==> config.mk <==
export PLATFORM = sky130hd
export DESIGN_NAME = fetch_unit
export DESIGN_NICKNAME = d
export VERILOG_FILES = /design/src/rtl/fetch_unit_pkg.sv /design/src/rtl/fetch_unit_return_stack.sv /design/src/rtl/fetch_unit.sv
export SDC_FILE = /design/constraint.sdc
export NUM_CORES = 1
export LEC_CHECK = 0
export CAP_MARGIN = 10
export CORE_MARGIN = 10
export CORE_UTILIZATION = 41
export CTS_CLUSTER_DIAMETER = 50
export DETAILED_ROUTE_END_ITERATION = 10
export PLACE_DENSITY = 0.87
export SETUP_SLACK_MARGIN = 0.15
export SYNTH_ARGS = -nofsm -noshare
export SYNTH_HDL_FRONTEND = slang
export SYNTH_SLANG_ARGS = --single-unit
==> constraint.sdc <==
create_clock -name clk -period 2 [get_ports clk]
set_input_delay 0.6 -clock clk [delete_from_list [all_inputs] [get_ports clk]]
set_output_delay 0.6 -clock clk [all_outputs]
set_load 0.02 [all_outputs]
==> src/rtl/fetch_unit_pkg.sv <==
// Shared constants for the IF stage and ID decode: pc_src encodings, bubble pattern, opcodes.
package fetch_unit_pkg;

  localparam int unsigned PC_W_DEF      = 16;
  localparam int unsigned INSTR_W_DEF   = 16;
  localparam int unsigned RAS_DEPTH_DEF = 4;

  localparam logic [15:0] NOP_INSTR = 16'h0000;

  typedef enum logic [1:0] {
    PCSRC_SEQ = 2'd0,
    PCSRC_JMP = 2'd1,
    PCSRC_BR  = 2'd2,
    PCSRC_RET = 2'd3
  } pc_src_e;

  // Opcode field (instr[15:12]) values shared with ID decode
  localparam logic [3:0] OP_BEQ  = 4'h8;
  localparam logic [3:0] OP_BNE  = 4'h9;
  localparam logic [3:0] OP_BLT  = 4'hA;
  localparam logic [3:0] OP_JMP  = 4'hC;
  localparam logic [3:0] OP_CALL = 4'hD;
  localparam logic [3:0] OP_RET  = 4'hE;

endpackage

==> src/rtl/fetch_unit_return_stack.sv <==
// Circular return-address stack: pushes past full overwrite the oldest entry, count saturates.
module return_stack #(
  parameter int unsigned W     = 16,
  parameter int unsigned DEPTH = 4
) (
  input  logic         clk,
  input  logic         reset,
  input  logic         push,
  input  logic         pop,
  input  logic [W-1:0] push_data,
  output logic [W-1:0] top,
  output logic         empty,
  output logic         full
);

  localparam int unsigned PTR_W = (DEPTH > 1) ? $clog2(DEPTH) : 1;
  localparam int unsigned CNT_W = $clog2(DEPTH + 1);

  logic [W-1:0]     mem [DEPTH];
  logic [PTR_W-1:0] top_ptr;
  logic [CNT_W-1:0] count;

  assign top   = mem[top_ptr];
  assign empty = (count == '0);
  assign full  = (count == CNT_W'(DEPTH));

  always_ff @(posedge clk) begin
    if (reset) begin
      top_ptr <= '0;
      count   <= '0;
    end else if (push) begin
      top_ptr <= top_ptr + PTR_W'(1);
      if (!full) count <= count + CNT_W'(1);
    end else if (pop && !empty) begin
      top_ptr <= top_ptr - PTR_W'(1);
      count   <= count - CNT_W'(1);
    end
  end

  // Storage is not reset; entries are only read once count says they are valid
  always_ff @(posedge clk) begin
    if (!reset && push) mem[top_ptr + PTR_W'(1)] <= push_data;
  end

endmodule

==> src/rtl/fetch_unit.sv <==
// IF stage: PC register, instruction-memory address, IF/ID register, RET target select.
// Optional return-address stack enabled by defining RAS_EN.
module fetch_unit
  import fetch_unit_pkg::*;
#(
  parameter int unsigned          PC_W      = 16,
  parameter int unsigned          INSTR_W   = 16,
  parameter logic [PC_W-1:0]      RESET_PC  = '0,
  parameter logic [INSTR_W-1:0]   NOP_INSTR = INSTR_W'(fetch_unit_pkg::NOP_INSTR),
  parameter int unsigned          RAS_DEPTH = 4
) (
  input  logic               clk,
  input  logic               reset,
  output logic [PC_W-1:0]    imem_addr,
  input  logic [INSTR_W-1:0] imem_data,
  input  logic               stall,
  input  logic               kill,
  input  logic [1:0]         pc_src,
  input  logic [PC_W-1:0]    jump_target,
  input  logic [PC_W-1:0]    branch_target,
  input  logic [PC_W-1:0]    ret_target,
  input  logic               id_is_call,
  output logic [PC_W-1:0]    pc,
  output logic [INSTR_W-1:0] if_id_instr,
  output logic [PC_W-1:0]    if_id_pc_plus1,
  output logic               if_id_valid,
  output logic               ras_underflow
);

  logic [PC_W-1:0] pc_plus1;
  logic [PC_W-1:0] ret_sel;
  logic [PC_W-1:0] next_pc;
  logic            redirect;
  logic            underflow_next;

  assign imem_addr = pc;
  assign pc_plus1  = pc + PC_W'(1);
  assign redirect  = (pc_src != PCSRC_SEQ);

`ifdef RAS_EN
  logic            ras_push;
  logic            ras_pop;
  logic            ras_empty;
  logic            unused_ras_full;
  logic [PC_W-1:0] ras_top;

  assign ras_push = !stall && (pc_src == PCSRC_JMP) && id_is_call;
  assign ras_pop  = !stall && (pc_src == PCSRC_RET);

  return_stack #(
    .W     (PC_W),
    .DEPTH (RAS_DEPTH)
  ) u_return_stack (
    .clk       (clk),
    .reset     (reset),
    .push      (ras_push),
    .pop       (ras_pop),
    .push_data (if_id_pc_plus1),
    .top       (ras_top),
    .empty     (ras_empty),
    .full      (unused_ras_full)
  );

  // Empty stack falls back to the register-read target
  assign ret_sel        = ras_empty ? ret_target : ras_top;
  assign underflow_next = ras_pop && ras_empty;
`else
  logic unused_ras;

  assign unused_ras     = ^{id_is_call, RAS_DEPTH[0]};
  assign ret_sel        = ret_target;
  assign underflow_next = 1'b0;
`endif

  always_comb begin
    next_pc = pc_plus1;
    case (pc_src)
      PCSRC_JMP: next_pc = jump_target;
      PCSRC_BR:  next_pc = branch_target;
      PCSRC_RET: next_pc = ret_sel;
      default:   next_pc = pc_plus1;
    endcase
  end

  // Stall freezes everything; the redirecting instruction re-presents pc_src afterwards
  always_ff @(posedge clk) begin
    if (reset) begin
      pc             <= RESET_PC;
      if_id_instr    <= NOP_INSTR;
      if_id_pc_plus1 <= '0;
      if_id_valid    <= 1'b0;
      ras_underflow  <= 1'b0;
    end else begin
      ras_underflow <= 1'b0;
      if (!stall) begin
        pc            <= next_pc;
        ras_underflow <= underflow_next;
        if (redirect || kill) begin
          if_id_instr    <= NOP_INSTR;
          if_id_pc_plus1 <= '0;
          if_id_valid    <= 1'b0;
        end else begin
          if_id_instr    <= imem_data;
          if_id_pc_plus1 <= pc_plus1;
          if_id_valid    <= 1'b1;
        end
      end
    end
  end

endmodule
Word-level counts from Yosys, hierarchy flattened
Cells that the tools add are included.

cells by class
  reductions and logical operators = 2
  add/sub/neg operators = 1
  order comparisons = 0
  div/mod/pow operators = 0
  mux-type cells = 4
  equality and inequality tests = 3
  $mul = 0
  shift-type cells = 0
  bitwise gates (word level) = 0

operators with widths
  kind                   count
  $pmux 16 s3            1
  $mux 16                2
  $add 16x1->16 const B  1
  $eq 2x2->1 const B     2
  $eq 2x1->1 const B     1
  $reduce_bool 2->1      1
  $logic_or 1x1->1       1
  $mux 1                 1

storage, ports and cells
  memory bits (writable) = 0
  register bits after elaboration = 49
  word-level logic and storage cells = 14
  latch bits = 0
  memory bits (read-only) = 0
  memories = 0

Depth between registers and ports, before layout
  depth after elaboration = 3
  gate-level depth with buffers = 6
  mapped depth without buffers = 5

Worst setup path after synthesis
Ideal clock, no wire load.

  path kind = reg2reg
  start point = register pc[0] (netlist: imem_addr[0])
  end point = register if_id_pc_plus1[10]
  library setup time = 0.117 ns
  stages on the path, launching flop included = 6
  path slack = 0.149 ns
  clock period less this slack = 1.851 ns
  data required time = 1.883 ns
  data arrival time = 1.734 ns
  path through = dfxtp_1 ha_1 nand3_2 o31a_1 or2_0 a22o_1

between the ends
  cells in the longest elaborated chain, start to end = 2

ends and longest elaborated chain
  element                   RTL line           text
  start: declaration        fetch_unit.sv:23   output logic [PC_W-1:0] pc,
  start signal: assignment  fetch_unit.sv:96   pc <= next_pc;
  $add 16x1->16             fetch_unit.sv:37   assign pc_plus1 = pc + PC_W'(1);
  $mux 16                   fetch_unit.sv:98   if (redirect || kill) begin
  end signal: assignment    fetch_unit.sv:104  if_id_pc_plus1 <= pc_plus1;
  end: declaration          fetch_unit.sv:25   output logic [PC_W-1:0] if_id_pc_plus1,

Every way passes these cells.
A chain may end at the register's enable or synchronous reset.

Final worst setup path
  start point = register pc[2] (netlist: imem_addr[2])
  end point = register pc[15] (netlist: imem_addr[15])

between the ends
  cells in the longest elaborated chain, start to end = 2

ends and longest elaborated chain
  element        RTL line          text
  $add 16x1->16  fetch_unit.sv:37
  $pmux 16 s3    fetch_unit.sv:77  case (pc_src)

Every way passes these cells.

==> impl_metrics.json <==
{
  "run_status": "complete, no violations",
  "switching_share_pct": 29.9,
  "yosysWarnings": 0,
  "grt_start_max_net_pins": 32,
  "cp.arrival_ns": 2.02,
  "p_sw_w": 0.000665,
  "synth_cell_types": 61,
  "p_int_w": 0.00156,
  "core-area_um2": 6460,
  "postSynthCellCount": 305,
  "drt_iter0_drc": 262,
  "die_w_um": 102,
  "wirelength_um": 9880,
  "hold_depth": 2,
  "finalSetupTns_ns": 0,
  "synth_top_area_cell": "dfxtp_1",
  "combPwrFrac_pct": 26.7,
  "num_vias": 2888,
  "fin_util_pct": 65.8,
  "hpwl_um": 7820,
  "crit_fanout": 9,
  "drt_pass1_iterations": 4,
  "htreeDepth": 2,
  "drt-vias-per-instance": 5.63,
  "fin_crit_ns": 1.81,
  "grt_pass1_wl_um": 15000,
  "synth_top_cell_area_share_pct": 35.5,
  "synth_fp_nets": 377,
  "crit_required_ns": 2.22,
  "r2r_setup_slack_ns": 0.19,
  "clkLatencyLatePin_ns": 0.30,
  "critPathCaptureType": "flop",
  "antenna_found_initial": 0,
  "crit_slowest_cell": "dfxtp_1",
  "synth.mux.area_fraction_pct": 8.07,
  "cts_buffers": 5,
  "drc": 0,
  "io_buffers": 134,
  "path_buf_inv": 1,
  "netlist_area_um2": 2760,
  "slew_violations": 0,
  "synth_top_family_by_area": "compound AO/OA/AOI/OAI gates",
  "final_nets": 507,
  "postCtsHoldBufs": 0,
  "synth_edf_count": 0,
  "maxCapViolations": 0,
  "seq_power_share_pct": 47.3,
  "gp_congestion": 0.867,
  "synth-compound-area-share_pct": 22.3,
  "yosys_register_bits": 49,
  "r2r_end": "imem_addr[15]",
  "hold_class": "flop to flop",
  "rsz0062_at_grt": "false",
  "critPathKind": "flop to flop",
  "clock_sinks": 49,
  "drtAntennaViolNets": 0,
  "power.density_nw_per_um2": 523,
  "die_y_um": 102,
  "yosys.area_share.simple_pct": 19.5,
  "synth_ff_type": "dfxtp_1",
  "async_reset_ff_share_pct": 0,
  "reg2regPathDepth": 5,
  "placed_area_um2": 4170,
  "setup_viol": 0,
  "final_area_um2": 4250,
  "grt_overflow": 0,
  "ir_worst_vdd_v": 0.000350,
  "grt_pass1_vias": 3029,
  "tightest_slew_ns": 0.739,
  "initial_core_util_pct": 42.8,
  "total_power_w": 0.00223,
  "slowest_delay_ns": 0.41,
  "drive_gt1_share_pct": 16.1,
  "p_leak_nw": 1.91,
  "min-delay-start": "if_id_pc_plus1[9]",
  "setup_ws_ns": 0.195,
  "cts.clk_slew.worst_paths_ns": 0.09,
  "fmax_mhz": 554,
  "clock_path_buffers": 2,
  "finClkSkew_ns": 0.00729,
  "synth_top_cells_by_area": "dfxtp_1, a22oi_1, buf_4",
  "clkPwrFrac_pct": 26.0,
  "syn2layout_area_growth_pct": 54.0,
  "track_usage_pct": 17.8,
  "cts-root-buf": "clkbuf_8",
  "boundaryPins": 137,
  "avgSynthCellArea_um2": 9.05,
  "antennaDiodeCount": 0,
  "rows": 29,
  "fin_crit_sh_pct": 90.3,
  "reg2reg_from": "imem_addr[2]",
  "worstPathCellList": "buf_4 -> nand4_2 -> nor4_4 -> o32ai_1 -> a311oi_1",
  "synth_xor_area_share_pct": 3.17,
  "maxSlewHeadroom_pct": 50.5,
  "finalHoldViolCount": 0,
  "start_kind": "flop",
  "min_to": "if_id_pc_plus1[9]",
  "synthAdderAreaFrac_pct": 0.453,
  "post-place-ws_ns": -0.344,
  "cts_tree": "yes",
  "post-cts-setup-buffers": 0,
  "dieArea_um2": 10400,
  "synth_seq_area_share_pct": 35.5,
  "routedWlPerCell_um": 19.3,
  "crit_family": "simple AND/OR/NAND/NOR gates"
}
[power groups by stage]
stage          Clock (W)  Sequential (W)  Combinational [W]
3_5_place_dp           0         0.00108           0.000612
5_1_grt         0.000623         0.00106           0.000634
2_1_floorplan          0         0.00110           0.000280
3_3_place_gp           0         0.00107           0.000598
4_1_cts         0.000591         0.00105           0.000581
6_report        0.000579         0.00105           0.000594
[layout by cell type, fill, tap and decap left out, types with 5 or more instances in the layout]
master / Yosys / routed
nor3_1: 6 / 6
dfxtp_1: 49 / 46
dlygate4sd2_1: 0 / 66
mux2i_1: 5 / 5
buf_4: 19 / 28
clkdlybuf4s50_1: 0 / 66
inv_1: 10 / 10
clkbuf_8: 0 / 5
xnor2_1: 7 / 7
a22oi_1: 23 / 22
nand3_1: 6 / 6
a21oi_1: 13 / 13
a22o_1: 9 / 9
nand2_1: 18 / 18
nand4_1: 5 / 5
o21ai_0: 8 / 8
nor2_1: 28 / 28
[state kept, by name (all words and copies together) (netlist names)]
register and flops:
if_id_instr 16, if_id_pc_plus1 16, imem_addr 16, if_id_valid 1
[cell usage after synthesis, types with 2 or more instances]
cell type  instances
nor4_2             2
o2bb2ai_1          2
o21ai_0            8
inv_1             10
xor2_1             3
mux2_2             4
mux4_2             4
a21oi_1           13
a22oi_1           23
clkbuf_1          10
buf_2             11
nor4_4             3
mux2_1             2
o31a_1             2
nand3_2            2
a31oi_1            2
a21o_1             2
o22ai_1            2
nor2b_1            2
buf_4             19
nor3_1             6
a22o_1             9
xnor2_1            7
nor4_1             4
and3_1             2
nand2_1           18
nand2b_1           2
buf_6              2
nand4_1            5
or4_1              2
mux2i_1            5
o211ai_1           3
nand3_1            6
dfxtp_1           49
nor2_1            28
a221oi_1           6
[stage by stage]
step           hold slack (ns)  cells
4_1_cts                  0.471    513
3_5_place_dp             0.460    504
6_report                 0.475    513
3_3_place_gp             0.454    504
2_1_floorplan            0.539    305
5_1_grt                  0.496    513
[routing by layer]
layer | share of wire (%) | GRT usage, % | up-vias
met5 | 0 | 0 | -
met4 | 2.5 | 6.83 | 0
met3 | 9.4 | 4.93 | 22
met2 | 51 | 31.8 | 163
met1 | 38 | 19.6 | 1339
li1 | - | - | 1364
[worst register-to-register path, delay by kind of cell (launching register included)]
family          cells  cell delay, ns
compound gates      2            0.38
flops               1            0.41
simple gates        2            0.73
buf+inv             1            0.19
[kinds of logic (layout without fill, tap and decap cells)]
group	Yosys count	after routing
buffers and inverters	53	184
AND/OR/NAND/NOR	92	92
XOR/XNOR	10	10
multiplexers	16	16
flip-flops	49	49
other	1	1
adder cells (fa/ha/maj)	1	1
AO/OA/AOI/OAI	83	83
[worst max-delay path by stage]
stage                       startpoint            endpoint  slack [ns]  cells past startpoint
after floorplan           imem_addr[1]  if_id_pc_plus1[10]        0.16                      5
after global placement       pc_src[0]        imem_addr[6]       -0.30                      6
after detailed placement     pc_src[0]        imem_addr[8]       -0.34                      6
after CTS                 imem_addr[8]        imem_addr[8]       0.004                      1
after global routing      imem_addr[0]       imem_addr[12]        0.14                      5
final                     imem_addr[2]       imem_addr[15]        0.19                      5
[timing repair]
action | in CTS | in global routing
pin swaps | 1 | 3
cloned | 1 | 0
gates resized for setup | 72 | 10
setup endpoints to repair | 88 | 13
[layout make-up]
type                       instances  area, um2
tap                               77       96.3
sequential                        49        985
clock inverter                     2       15.0
clock buffer                       6       72.6
timing repair buffer             166       1510
fill                             560       2210
inverter                          10       37.5
multi-input combinational        203       1540
No activity file was read; power rests on OpenSTA's default activity.
